<file path="src/rtl/bb_run_sequencer.sv">
// bb_run_sequencer: run controller for one busy-beaver tape core.
// Sequences each run: tape clear sweep, core release (one ARM cycle),
// stepping under a 64-bit step budget, then result capture and hold.
//
// Ports:
//   clk, rst_n          clock, synchronous active-low reset
//   start, abort        single-cycle control pulses from the board top level
//   max_steps           step budget latched on accepted start (0 = unlimited)
//   core_rst_n          core state/head reset, released only in ARM/RUN
//   clr_en, clr_addr    tape clear-mode write port (writes 0 at clr_addr)
//   run_en              core steps once per cycle while high
//   core_halt           sticky halt flag from the core
//   busy, done          run in progress / result valid
//   status              00 none, 01 halted, 10 timeout, 11 aborted
//   result_steps        run_en cycles counted for the last run
module bb_run_sequencer #(
  parameter int unsigned TAPE_BITS = 8
) (
  input  logic                 clk,
  input  logic                 rst_n,
  input  logic                 start,
  input  logic                 abort,
  input  logic [63:0]          max_steps,
  output logic                 core_rst_n,
  output logic                 clr_en,
  output logic [TAPE_BITS-1:0] clr_addr,
  output logic                 run_en,
  input  logic                 core_halt,
  output logic                 busy,
  output logic                 done,
  output logic [1:0]           status,
  output logic [63:0]          result_steps
);

  localparam int unsigned STEP_W = 64;

  localparam logic [2:0] ST_IDLE  = 3'd0;
  localparam logic [2:0] ST_CLEAR = 3'd1;
  localparam logic [2:0] ST_ARM   = 3'd2;
  localparam logic [2:0] ST_RUN   = 3'd3;
  localparam logic [2:0] ST_DONE  = 3'd4;

  localparam logic [1:0] STAT_NONE    = 2'b00;
  localparam logic [1:0] STAT_HALTED  = 2'b01;
  localparam logic [1:0] STAT_TIMEOUT = 2'b10;
  localparam logic [1:0] STAT_ABORTED = 2'b11;

  logic [2:0]           state_q, state_d;
  logic [TAPE_BITS-1:0] clr_addr_d;
  logic [STEP_W-1:0]    max_q, max_d;
  logic [STEP_W-1:0]    step_q, step_d;
  logic [STEP_W-1:0]    step_inc;
  logic [1:0]           status_d;
  logic [STEP_W-1:0]    result_d;
  logic                 core_rst_n_d, clr_en_d, run_en_d, busy_d, done_d;

  // State and output registers; outputs are decoded from the next state so
  // they line up with the registered state.
  always_ff @(posedge clk) begin
    if (!rst_n) begin
      state_q      <= ST_IDLE;
      clr_addr     <= '0;
      max_q        <= '0;
      step_q       <= '0;
      status       <= STAT_NONE;
      result_steps <= '0;
      core_rst_n   <= 1'b0;
      clr_en       <= 1'b0;
      run_en       <= 1'b0;
      busy         <= 1'b0;
      done         <= 1'b0;
    end else begin
      state_q      <= state_d;
      clr_addr     <= clr_addr_d;
      max_q        <= max_d;
      step_q       <= step_d;
      status       <= status_d;
      result_steps <= result_d;
      core_rst_n   <= core_rst_n_d;
      clr_en       <= clr_en_d;
      run_en       <= run_en_d;
      busy         <= busy_d;
      done         <= done_d;
    end
  end

  // Next-state, counter and result logic.
  always_comb begin
    state_d    = state_q;
    clr_addr_d = clr_addr;
    max_d      = max_q;
    step_d     = step_q;
    status_d   = status;
    result_d   = result_steps;
    step_inc   = step_q + STEP_W'(1);

    case (state_q)
      ST_IDLE, ST_DONE: begin
        // start wins over a simultaneous abort here
        if (start) begin
          state_d    = ST_CLEAR;
          max_d      = max_steps;
          clr_addr_d = '0;
          status_d   = STAT_NONE;
          result_d   = '0;
        end
      end
      ST_CLEAR: begin
        if (abort) begin
          state_d    = ST_DONE;
          status_d   = STAT_ABORTED;
          clr_addr_d = '0;
        end else if (clr_addr == {TAPE_BITS{1'b1}}) begin
          state_d    = ST_ARM;
          clr_addr_d = '0;
        end else begin
          clr_addr_d = clr_addr + TAPE_BITS'(1);
        end
      end
      ST_ARM: begin
        step_d = '0;
        if (abort) begin
          state_d  = ST_DONE;
          status_d = STAT_ABORTED;
        end else begin
          state_d = ST_RUN;
        end
      end
      ST_RUN: begin
        // The cycle in which halt is seen is not a counted step.
        if (core_halt) begin
          state_d  = ST_DONE;
          status_d = STAT_HALTED;
          result_d = step_q;
        end else if (abort) begin
          state_d  = ST_DONE;
          status_d = STAT_ABORTED;
          result_d = step_q;
        end else begin
          step_d = step_inc;
          if ((max_q != '0) && (step_inc == max_q)) begin
            state_d  = ST_DONE;
            status_d = STAT_TIMEOUT;
            result_d = max_q;
          end
        end
      end
      default: state_d = ST_IDLE;
    endcase

    core_rst_n_d = (state_d == ST_ARM) || (state_d == ST_RUN);
    clr_en_d     = (state_d == ST_CLEAR);
    run_en_d     = (state_d == ST_RUN);
    busy_d       = (state_d == ST_CLEAR) || (state_d == ST_ARM) || (state_d == ST_RUN);
    done_d       = (state_d == ST_DONE);
  end

endmodule

</file>
<file path="config.mk">
export PLATFORM = sky130hd
export DESIGN_NAME = bb_run_sequencer
export DESIGN_NICKNAME = d
export VERILOG_FILES = /design/src/rtl/bb_run_sequencer.sv
export SDC_FILE = /design/constraint.sdc
export NUM_CORES = 1
export LEC_CHECK = 0
export ABC_AREA = 1
export BUFFER_PORTS_ARGS = -buffer_cell sky130_fd_sc_hd__buf_2
export CELL_PAD_IN_SITES_DETAIL_PLACEMENT = 1
export CELL_PAD_IN_SITES_GLOBAL_PLACEMENT = 2
export CORE_AREA = 5 5 208 210
export CTS_CLUSTER_SIZE = 10
export DETAILED_ROUTE_END_ITERATION = 7
export DIE_AREA = 0 0 213 215
export GPL_TIMING_DRIVEN = 0
export PLACE_DENSITY_LB_ADDON = 0.3
export SLEW_MARGIN = 20
export SYNTH_ARGS = -nofsm -noshare
export SYNTH_HDL_FRONTEND = slang
export SYNTH_SLANG_ARGS = --single-unit
</file>
<file path="constraint.sdc">
create_clock -name clk -period 3.7 [get_ports clk]
set_input_delay 0.185 -clock clk [delete_from_list [all_inputs] [get_ports clk]]
set_output_delay 0.185 -clock clk [all_outputs]
set_load 0.02 [all_outputs]
</file>
Word-level counts from Yosys, hierarchy flattened
Cells that the tools add are included.

operators by class
  mux-type cells = 26
  reductions and logical operators = 17
  equality and inequality tests = 15
  add/subtract/negate cells = 2

operators by type and width
  kind                                                              number
  64-bit two-way mux                                                6
  64-bit one-hot mux with 2 select lines                            2
  64-bit by 1-bit adder with 64-bit output (second input constant)  1
  64-bit == test                                                    1
  64-bit nonzero test                                               1
  8-bit two-way mux                                                 3
  3-bit two-way mux                                                 7
  8-bit one-hot mux with 2 select lines                             1
  3-bit by 2-bit == test with 1-bit output (second input constant)  4
  3-bit one-hot mux with 4 select lines                             1
  2-bit two-way mux                                                 5
  8-bit by 1-bit adder with 8-bit output (second input constant)    1
  8-bit == test (second input constant)                             1
  3-bit by 1-bit == test with 1-bit output (second input constant)  2
  3-bit == test (second input constant)                             2
  2-bit inequality test (second input constant)                     3
  2-bit one-hot mux with 3 select lines                             1
  3-bit AND reduction                                               2
  2-bit nonzero test                                                3
  4-bit inequality test (second input constant)                     1
  2-bit AND reduction                                               2
  4-bit AND reduction                                               1
  2-bit OR reduction                                                2
  3-bit zero test                                                   1
  4 further kinds                                                   6

word-level totals
  input port bits = 69
  register bits after elaboration = 210

Logic depth before layout (Yosys ltp)
Gate-level depths: netlist of the first run.

  depth in word-level cells = 10
  mapped depth = 24
  mapped depth without buffers = 22

Least setup slack after synthesis of the first run
No wires, ideal clock.

  kind = flip-flop to flip-flop
  start = register step_q[1]
  end = register result_steps[26]
  arrival time = 2.452 ns
  library setup time = 0.115 ns
  setup slack = 1.133 ns
  cell stages (with the launch flop) = 22
  period minus slack after synthesis = 2.567 ns
  cell sequence = dfxtp_1 -> ha_1 -> nand2_2 -> nor2_4 -> nand2_2 -> nor2_4 -> buf_6 -> nand3_1 -> nand3_1 -> nand2_1 -> nor2_1 -> nand2_1 -> nor2_1 -> nand2_1 -> nor2_1 -> nand3_1 -> nand2_1 -> nand2_1 -> buf_6 -> buf_2 -> a21oi_1 -> nor2_1

between the ends
  word-level cells in the longest chain between the ends = 5

ends and longest elaborated chain
  item                                      RTL line  RTL
  from (decl)                               51        logic [STEP_W-1:0] step_q, step_d;
  from (signal assigned)                    76        step_q <= step_d;
  64-bit by 1-bit adder with 64-bit output  95        step_inc = step_q + STEP_W'(1);
  64-bit == test                            141       if ((max_q != '0) && (step_inc == max_q)) begin
  1-bit logical AND                         141
  4-bit inequality test (no source line)    --
  3-bit AND reduction (no source line)      --
  to (signal assigned)                      78        result_steps <= result_d;
  to (decl)                                 32        output logic [63:0] result_steps

Every way passes these cells.
A chain may end at the register's enable or synchronous reset.

Final worst setup path of the first run
  start = register step_q[0]
  end = register result_steps[58]

The elaborated chain is that of the path after synthesis.

==> results of run 1 <==
## Yosys cell counts (all sizes together) (16+ instances only)
master  number  area share, %
a21oi      204            8.3
buf         19            1.1
clkbuf      71            2.2
dfxtp      210             34
inv        250            7.7
nand2      578             18
nand3      192            7.9
nand4       20            1.0
nor2       251            8.2
o21ai       91            3.7
o22ai       58            3.0
xor2        16            1.1
## routing by layer
metal | track usage, % | wire, um
met1 | 29.9 | 24200
met5 | 0 | 0
met3 | 2.39 | 1880
met4 | 5.65 | 1340
met2 | 38.0 | 24800
## logic make-up after synthesis
logic type / after synthesis
compound gates: 358
xor+xnor: 28
fa+ha+maj: 2
buf+inv: 341
flops: 210
simple gates: 1058
## final cells by class
cell class	count	area (um^2)
Tap cell	539	674
Buffer	90	413
Inverter	251	942
Multi-Input combinational cell	1446	6830
Fill cell	5492	26100
Antenna cell	1	2.50
Clock inverter	2	10.0
Timing Repair Buffer	216	1410
Clock buffer	44	810
Sequential cell	210	4210
## what timing repair did
action                                 CTS  global route
resized for setup                       17            27
setup endpoints to repair               66            65
pin swaps                                2             3
endpoints found under the hold margin   63             0
hold buffers                            63             0
buffers inserted                         3             4
## registers in the layout, indices dropped and copies added (netlist names)
register and flops:
result_steps 64, clr_en 1, busy 1, core_rst_n 1, status 2, step_q 64
run_en 1, state_q 3, clr_addr 8, done 1, max_q 64
## worst register-to-register path: stages, from the launching register on
cell	delay, ns
dfxtp_2	0.37
ha_2	0.22
nand2_2	0.08
nor2_4	0.23
nand2_2	0.11
nor2_4	0.27
buf_4	0.19
nand3_1	0.23
xnor3_1	0.28
nand2_1	0.07
nor2_1	0.09
nand2_1	0.10
nor2_1	0.15
nand3_2	0.13
nand2_1	0.10
nand2_2	0.13
buf_12	0.22
buf_4	0.19
a21oi_1	0.20
nor2_1	0.07
## power breakdown
group	switching, mW	leakage (nW)	total [mW]	internal, mW
Sequential	0.0621	1.72	2.44	2.37
Clock	1.05	0.403	2.52	1.47
Combinational	0.491	4.24	0.788	0.297
## path summary, 6_finish.rpt
path | end | slack (ns) | cells past startpoint
setup / recovery | result_steps[58] | 0.14 | 19
hold / removal | max_q[46] | 0.004 | 3
setup reg to reg | result_steps[58] | 0.14 | 19
hold reg to reg | step_q[63] | 0.49 | 2
## layout by cell type, fill, tap and decap left out, drive strengths merged, types with 63 or more instances in the layout
master / Yosys / routed
dfxtp: 210 / 210
o21ai: 91 / 91
buf: 19 / 172
a21oi: 204 / 204
nor2: 251 / 251
clkbuf: 71 / 115
inv: 250 / 250
nand3: 192 / 192
dlygate4sd3: 0 / 63
nand2: 578 / 578
## per-stage QoR
stage / setup TNS [ns] / area, um^2 / util, % / worst slack [ns] / instances
after detailed placement: -17.43 / 13600 / 33.0 / -0.381 / 2682
after floorplan: 0 / 12200 / - / 1.13 / 1997
final: 0 / 15300 / 37.0 / 0.137 / 2799
after CTS: 0 / 15200 / 36.7 / 0.0116 / 2794
after global routing: 0 / 15300 / 37.0 / 0.0110 / 2798
after global placement: -16.82 / 13600 / 32.9 / -0.309 / 2682
==> reports/metrics.csv, run 1 <==
metric,value,unit
status,"complete, no violations",
timing.final.hold_violations,0,
whs,0.00366,ns
max_stage_delay,0.37,ns
hp-class,primary input to flop,
overflow,0,
rsz0062_at_grt,no,
ant_nets,0,
worst-path-buf-inv,3,
grt_max_degree,13,
syn_area_per_cell,6.12,um^2
path_cells,"ha_2, nand2_2, nor2_4, nand2_2, nor2_4, buf_4, nand3_1, xnor3_1, nand2_1, nor2_1, nand2_1, nor2_1, nand3_2, nand2_1, nand2_2, buf_12, buf_4, a21oi_1, nor2_1",
grt_first_pass_wirelength,80900,um
numCtsBuffers,27,
final_nets,2313,
syn-cell-area,12200,um^2
clkLatencyLatePin,0.55,ns
critical_path_class,flop to flop,
drt-wirelength-per-cell,18.7,um
period_share,96.3,%
yosys.area_share.adder,0.205,%
min_period,3.56,ns
worstMarginPinSlew,1.07,ns
drc,0,
via_count,13800,
cp-startpoint,step_q[0],
ios,148,
finalWirelength,52300,um
synthMuxAreaShare,0,%
crit_required,4.13,ns
fin_skew,0.0129,ns
cts_tree,done,
cts_num_sinks,210,
synth_cell_types,37,
synth_fp_nets,2068,
async_reset_ff_share,0,%
ys_seq_elements,210,
crit_slowest_cell,dfxtp_2,
grt_pass1_vias,14300,
syn-instance-count,1997,
place.gp.congestion,0.926,
yosysSeqAreaShare,34.4,%
critical_path.top_delay_family,simple AND/OR/NAND/NOR gates,
finalSetupViolations,0,
slew_headroom,28.7,%
critPathArrivalTime,4.00,ns
clkTransAtPathRegs,0.06,ns
area_growth,25.1,%
io_buffers,146,
vias_per_cell,4.94,
htreeDepth,1,
slew_viol_final,0,
clock.fmax,0.281,GHz
endpoint_kind,flop,
peakVddDrop,251,uV
synth_top_family_by_area,simple AND/OR/NAND/NOR gates,
maxCapViolCount,0,
chipWidth,213,um
dp_hpwl,40800,um
synth-edff-count,0,
power.density,376,nW/um^2
synthFlopType,dfxtp_1,
synth_simple_gate_area_share,35.8,%
reg2reg_from,step_q[0],
ys_warn_count,0,
drive_gt1_share,11.7,%
p_total,5.74,mW
antenna_found_initial,0,
synth-compound-area-share,15.4,%
hp-start,max_steps[46],
clock_tree.root_cell,clkbuf_16,
firstDrtPassIters,5,
die_h,215,um
grtUsageTotal,22.2,%
core_area,41400,um^2
die-area,45800,um^2
num_rows,75,
drt_iter0_drc,724,
critPathLaunchType,flop,
start_util,29.6,%
cts.path.max_buffers,3,
power_leakage,6.37,nW
synthXorXnorAreaFrac,3.26,%
worstPathMaxFanout,10,
Note: power is estimated with default switching activity, not from simulation.
==> inputs of run 2 (changes only) <==
Settings changed: BUFFER_PORTS_ARGS -buffer_cell sky130_fd_sc_hd__buf_2 to -buffer_cell sky130_fd_sc_hd__buf_4.
==> reports/metrics.csv, run 2 (synthesized netlist as in run 1, its figures left out) <==
metric,value,unit,change
status,"complete, no violations",,
power.density,368,nW/um^2,-2.0%
clkLatencyLatePin,0.55,ns,about the same
timing.final.hold_violations,0,,unchanged
cts.path.max_buffers,3,,unchanged
ios,148,,unchanged
finalSetupViolations,0,,unchanged
reg2reg_from,state_q[1],,
final_nets,2314,,+0.043%
peakVddDrop,301,uV,+20%
whs,0.0471,ns,+0.0435 ns
slew_headroom,21.8,%,-6.9 points
area_growth,28.5,%,
clock_tree.root_cell,clkbuf_16,,
antenna_found_initial,0,,unchanged
holdPathEnd,max_q[41],,
num_rows,75,,unchanged
rsz0062_at_grt,yes,,
dp_hpwl,40800,um,about the same
drc,0,,unchanged
cts_num_sinks,210,,unchanged
r2r_cells,10,,-9
min_period,3.53,ns,-0.0361 ns
period_share,95.3,%,-0.98 points
firstDrtPassIters,7,,+2
worstMarginPinSlew,1.17,ns,+0.108 ns
cts_tree,done,,
num_antenna_cells,0,,-1
grt_max_degree,13,,unchanged
critPathLaunchType,flop,,
r2r_setup_slack,0.17,ns,+0.04 ns
start_util,29.6,%,unchanged
critPathArrivalTime,4.00,ns,about the same
finalWirelength,53000,um,+1.4%
drt_iter0_drc,793,,+9.5%
die-area,45800,um^2,unchanged
clock.fmax,0.284,GHz,+1.0%
hp-start,max_steps[41],,
numCtsBuffers,27,,unchanged
p_total,5.78,mW,+0.66%
die_h,215,um,unchanged
drive_gt1_share,12.2,%,+0.45 points
mostFrequentLayoutCells,"nand2_1, inv_1, nor2_1",,
fin_skew,0.0183,ns,+0.00538 ns
core_area,41400,um^2,unchanged
chipWidth,213,um,unchanged
worstHoldPathCells,3,,unchanged
slew_viol_final,0,,unchanged
power_leakage,6.46,nW,+1.4%
htreeDepth,1,,unchanged
vias_per_cell,4.92,,-0.32%
maxCapViolCount,0,,unchanged
hp-class,primary input to flop,,
overflow,0,,unchanged
grt_pass1_vias,14300,,-0.15%
place.gp.congestion,0.922,,-0.44%
drt-wirelength-per-cell,18.9,um,+1.4%
worstPathMaxFanout,10,,unchanged
timing.rr.end,result_steps[63],,
grtUsageTotal,22.4,%,+0.20 points
critical_path_class,flop to flop,,
crit_required,4.18,ns,+0.05 ns
io_buffers,146,,unchanged
clkTransAtPathRegs,0.05,ns,about the same
final_common_cell,nand2_1,,
via_count,13800,,-0.39%
grt_first_pass_wirelength,81300,um,+0.48%
endpoint_kind,flop,,
ant_nets,0,,unchanged
top_regs,"max_q (64), result_steps (64), step_q (64)",,
[run 2: area by class of cell]
class	instances	area, um^2
Multi-Input combinational cell	1446	6860
Fill cell	5406	25700
Inverter	251	945
Clock buffer	41	798
Clock inverter	3	15.0
Tap cell	539	674
Sequential cell	210	4210
Buffer	90	413
Timing Repair Buffer	217	1810
[run 2: timing repair]
item | CTS | global route
resized for setup | 16 | 40
hold buffers | 64 | 0
setup buffers | 4 | 2
gates cloned | 0 | 1
endpoints found under the setup margin | 66 | 66
hold endpoints to repair | 66 | 0
pin swaps | 2 | 3
[run 2: how the worst max path moves through the flow]
stage	cells past startpoint	start	end	slack [ns]
4_1_cts	21	step_q[2]	result_steps[41]	0.008
5_1_grt	21	step_q[16]	result_steps[37]	-0.04
3_3_place_gp	22	step_q[0]	result_steps[29]	-0.33
6_report	10	state_q[1]	result_steps[63]	0.17
2_1_floorplan	21	step_q[1]	result_steps[26]	1.13
3_5_place_dp	22	step_q[0]	result_steps[41]	-0.40
[run 2: power breakdown]
group          total (mW)  switching (mW)  internal (mW)  leakage, nW
Clock                2.50            1.04           1.46        0.403
Combinational       0.841           0.494          0.346         4.33
Sequential           2.44          0.0647           2.37         1.72
[run 2: per-layer routing]
| layer | vias to the layer above | part of all wire (%) | global-route usage, % |
|---|---|---|---|
| met3 | 62 | 3.8 | 2.55 |
| met4 | 0 | 2.6 | 5.95 |
| met1 | 6528 | 46 | 30.0 |
| met5 | - | 0 | 0 |
| met2 | 249 | 48 | 38.4 |
| li1 | 6922 | - | - |
[run 2: metrics by stage]
| stage | setup WS (ns) | instances | utilization [%] | instance area (um^2) | setup TNS, ns |
|---|---|---|---|---|---|
| final | 0.173 | 2797 | 38.0 | 15700 | 0 |
| after global routing | -0.0409 | 2797 | 38.0 | 15700 | -0.331 |
| after CTS | 0.00775 | 2794 | 37.6 | 15500 | 0 |
| after detailed placement | -0.402 | 2682 | 33.9 | 14000 | -21.16 |
| after global placement | -0.328 | 2682 | 33.8 | 14000 | -18.11 |
| after floorplan | 1.13 | 1997 | - | 12200 | 0 |
[run 2: worst max-delay path, cell delays in order, from the launching register on]
cell and delay (ns):
dfxtp_1 0.35, inv_1 0.06, nor3_1 0.43, inv_1 0.17, nor2_2 0.65, inv_1 0.34
clkbuf_1 0.40, clkbuf_1 0.42, o22ai_1 0.43, a21oi_1 0.08, nor2_1 0.11
==> inputs of run 3 (changes only) <==
Settings changed: REMOVE_ABC_BUFFERS from default to 1.
==> reports/metrics.csv, run 3 (synthesized netlist as in run 1, its figures left out) <==
metric,value,unit,change
antenna_found_initial,0,,unchanged
fin_tns_setup,0,ns,unchanged
htreeDepth,1,,unchanged
wl_met3,1650,um,-19%
top_regs,"max_q (64), result_steps (64), step_q (64)",,
wl_met1,21300,um,-12%
finalSetupViolations,0,,unchanged
ant_nets,0,,unchanged
period_share,95.0,%,-0.29 points
crit_slowest_cell,dfxtp_2,,
ios,148,,unchanged
num_antenna_cells,0,,unchanged
grt_max_degree,137,,+124
finalWirelength,48700,um,-8.2%
vias_per_cell,4.90,,-0.40%
cts.path.max_buffers,3,,unchanged
route.met2.wl,24400,um,-3.6%
critical_path.top_delay_family,simple AND/OR/NAND/NOR gates,,
clkLatencyLatePin,0.55,ns,about the same
critPathLaunchType,flop,,
grt_first_pass_wirelength,75000,um,-7.8%
r2r_setup_slack,0.18,ns,about the same
via_count,13300,,-3.2%
worstMarginPinSlew,0.985,ns,-0.188 ns
die-area,45800,um^2,unchanged
drt_iter0_drc,598,,-25%
crit_required,4.14,ns,-0.04 ns
power_leakage,6.46,nW,about the same
grt_pass1_vias,13800,,-3.2%
drive_gt1_share,12.2,%,+0.023 points
die_h,215,um,unchanged
path_cells,"ha_2, nand2_2, nor2_4, nand2_1, nor2_4, buf_4, nand3_1, xnor3_1, nand2_1, nor2_1, nand2_1, nor2_2, nand3_1, nand2_2, nand2_8, clkbuf_16, a21oi_2, nor2_1",,
peakVddDrop,288,uV,-4.4%
drt-wirelength-per-cell,17.9,um,-5.5%
dp_hpwl,34700,um,-15%
chipWidth,213,um,unchanged
numCtsBuffers,27,,unchanged
worstPathMaxFanout,32,,+22
setup_ws,0.184,ns,+0.0106 ns
hp-class,primary input to flop,,
drc,0,,unchanged
area_growth,28.0,%,
place_ws,-0.317,ns,+0.0844 ns
critPathArrivalTime,3.95,ns,-0.05 ns
slew_headroom,34.3,%,+13 points
max_stage_delay,0.39,ns,-0.26 ns
grtUsageTotal,20.2,%,-2.2 points
status,"complete, no violations",,
slew_viol_final,0,,unchanged
place.gp.congestion,0.908,,-1.5%
final_cell_area,15700,um^2,-0.38%
routed.top_layer,met4,,
start_util,29.6,%,unchanged
final_common_cell,nand2_1,,
final_nets,2236,,-3.4%
worst-path-buf-inv,2,,-3
critical_path_class,flop to flop,,
cts_tree,done,,
cp_common_cell,nand2_1,,
power.density,371,nW/um^2,+0.75%
place_area,14000,um^2,about the same
fin_skew,0.0112,ns,-0.00708 ns
clock.fmax,0.284,GHz,+0.30%
core_area,41400,um^2,unchanged
io_buffers,147,,+0.68%
clkTransAtPathRegs,0.06,ns,about the same
min_period,3.52,ns,-0.0106 ns
firstDrtPassIters,5,,-2
endpoint_kind,flop,,
maxCapViolCount,0,,unchanged
cts_num_sinks,210,,unchanged
overflow,0,,unchanged
clock_tree.root_cell,clkbuf_16,,
mostFrequentLayoutCells,"nand2_1, inv_1, nor2_1",,
num_rows,75,,unchanged
timing.final.hold_violations,0,,unchanged
run 3: area by class of cell:
cell class,count,area [um^2]
tap,539,674
clock buffer,41,788
timing repair buffer,229,2160
fill,5357,25700
sequential,210,4210
clock inverter,3,40.0
multi-input combinational,1446,6830
inverter,251,952
run 3: final timing paths:
check,startpoint,endpoint,cells past startpoint
worst max-delay path,step_q[1],result_steps[32],18
worst min-delay path,max_steps[54],max_q[54],3
worst min register to register,step_q[63],step_q[63],2
worst max register to register,step_q[1],result_steps[32],18
run 3: per-layer routing:
metal  global-route usage, %  vias to the layer above
met2                    36.5                      194
met1                    25.6                     6324
met4                    5.21                        0
met5                       0                        -
li1                        -                     6746
met3                    2.14                       60
run 3: where the power goes:
group	total (mW)	leakage (nW)	switching (mW)	internal [mW]
logic	0.801	4.33	0.461	0.340
registers	2.44	1.72	0.0620	2.37
clock network	2.57	0.407	1.05	1.51
run 3: worst min-delay path, stage by stage:
cell and delay (ns):
buf_4 0.08, o21ai_0 0.12, a21oi_1 0.13
run 3: metrics by stage:
step	hold WS (ns)	power [mW]	instances	util, %
after floorplan	0.301	2.95	1907	-
after CTS	0.0135	5.91	2708	37.4
final	0.00854	5.80	2719	37.8
after global placement	0.468	3.26	2593	32.9
after global routing	0.0228	6.09	2719	37.8
after detailed placement	0.480	3.25	2606	33.8
run 3: repair_timing:
action / CTS / global route
buffers inserted: 4 / 8
resized for setup: 14 / 18
endpoints found under the hold margin: 55 / 0
pin swaps: 1 / 4
gates cloned: 0 / 3
setup endpoints to repair: 70 / 66
hold buffers: 54 / 0
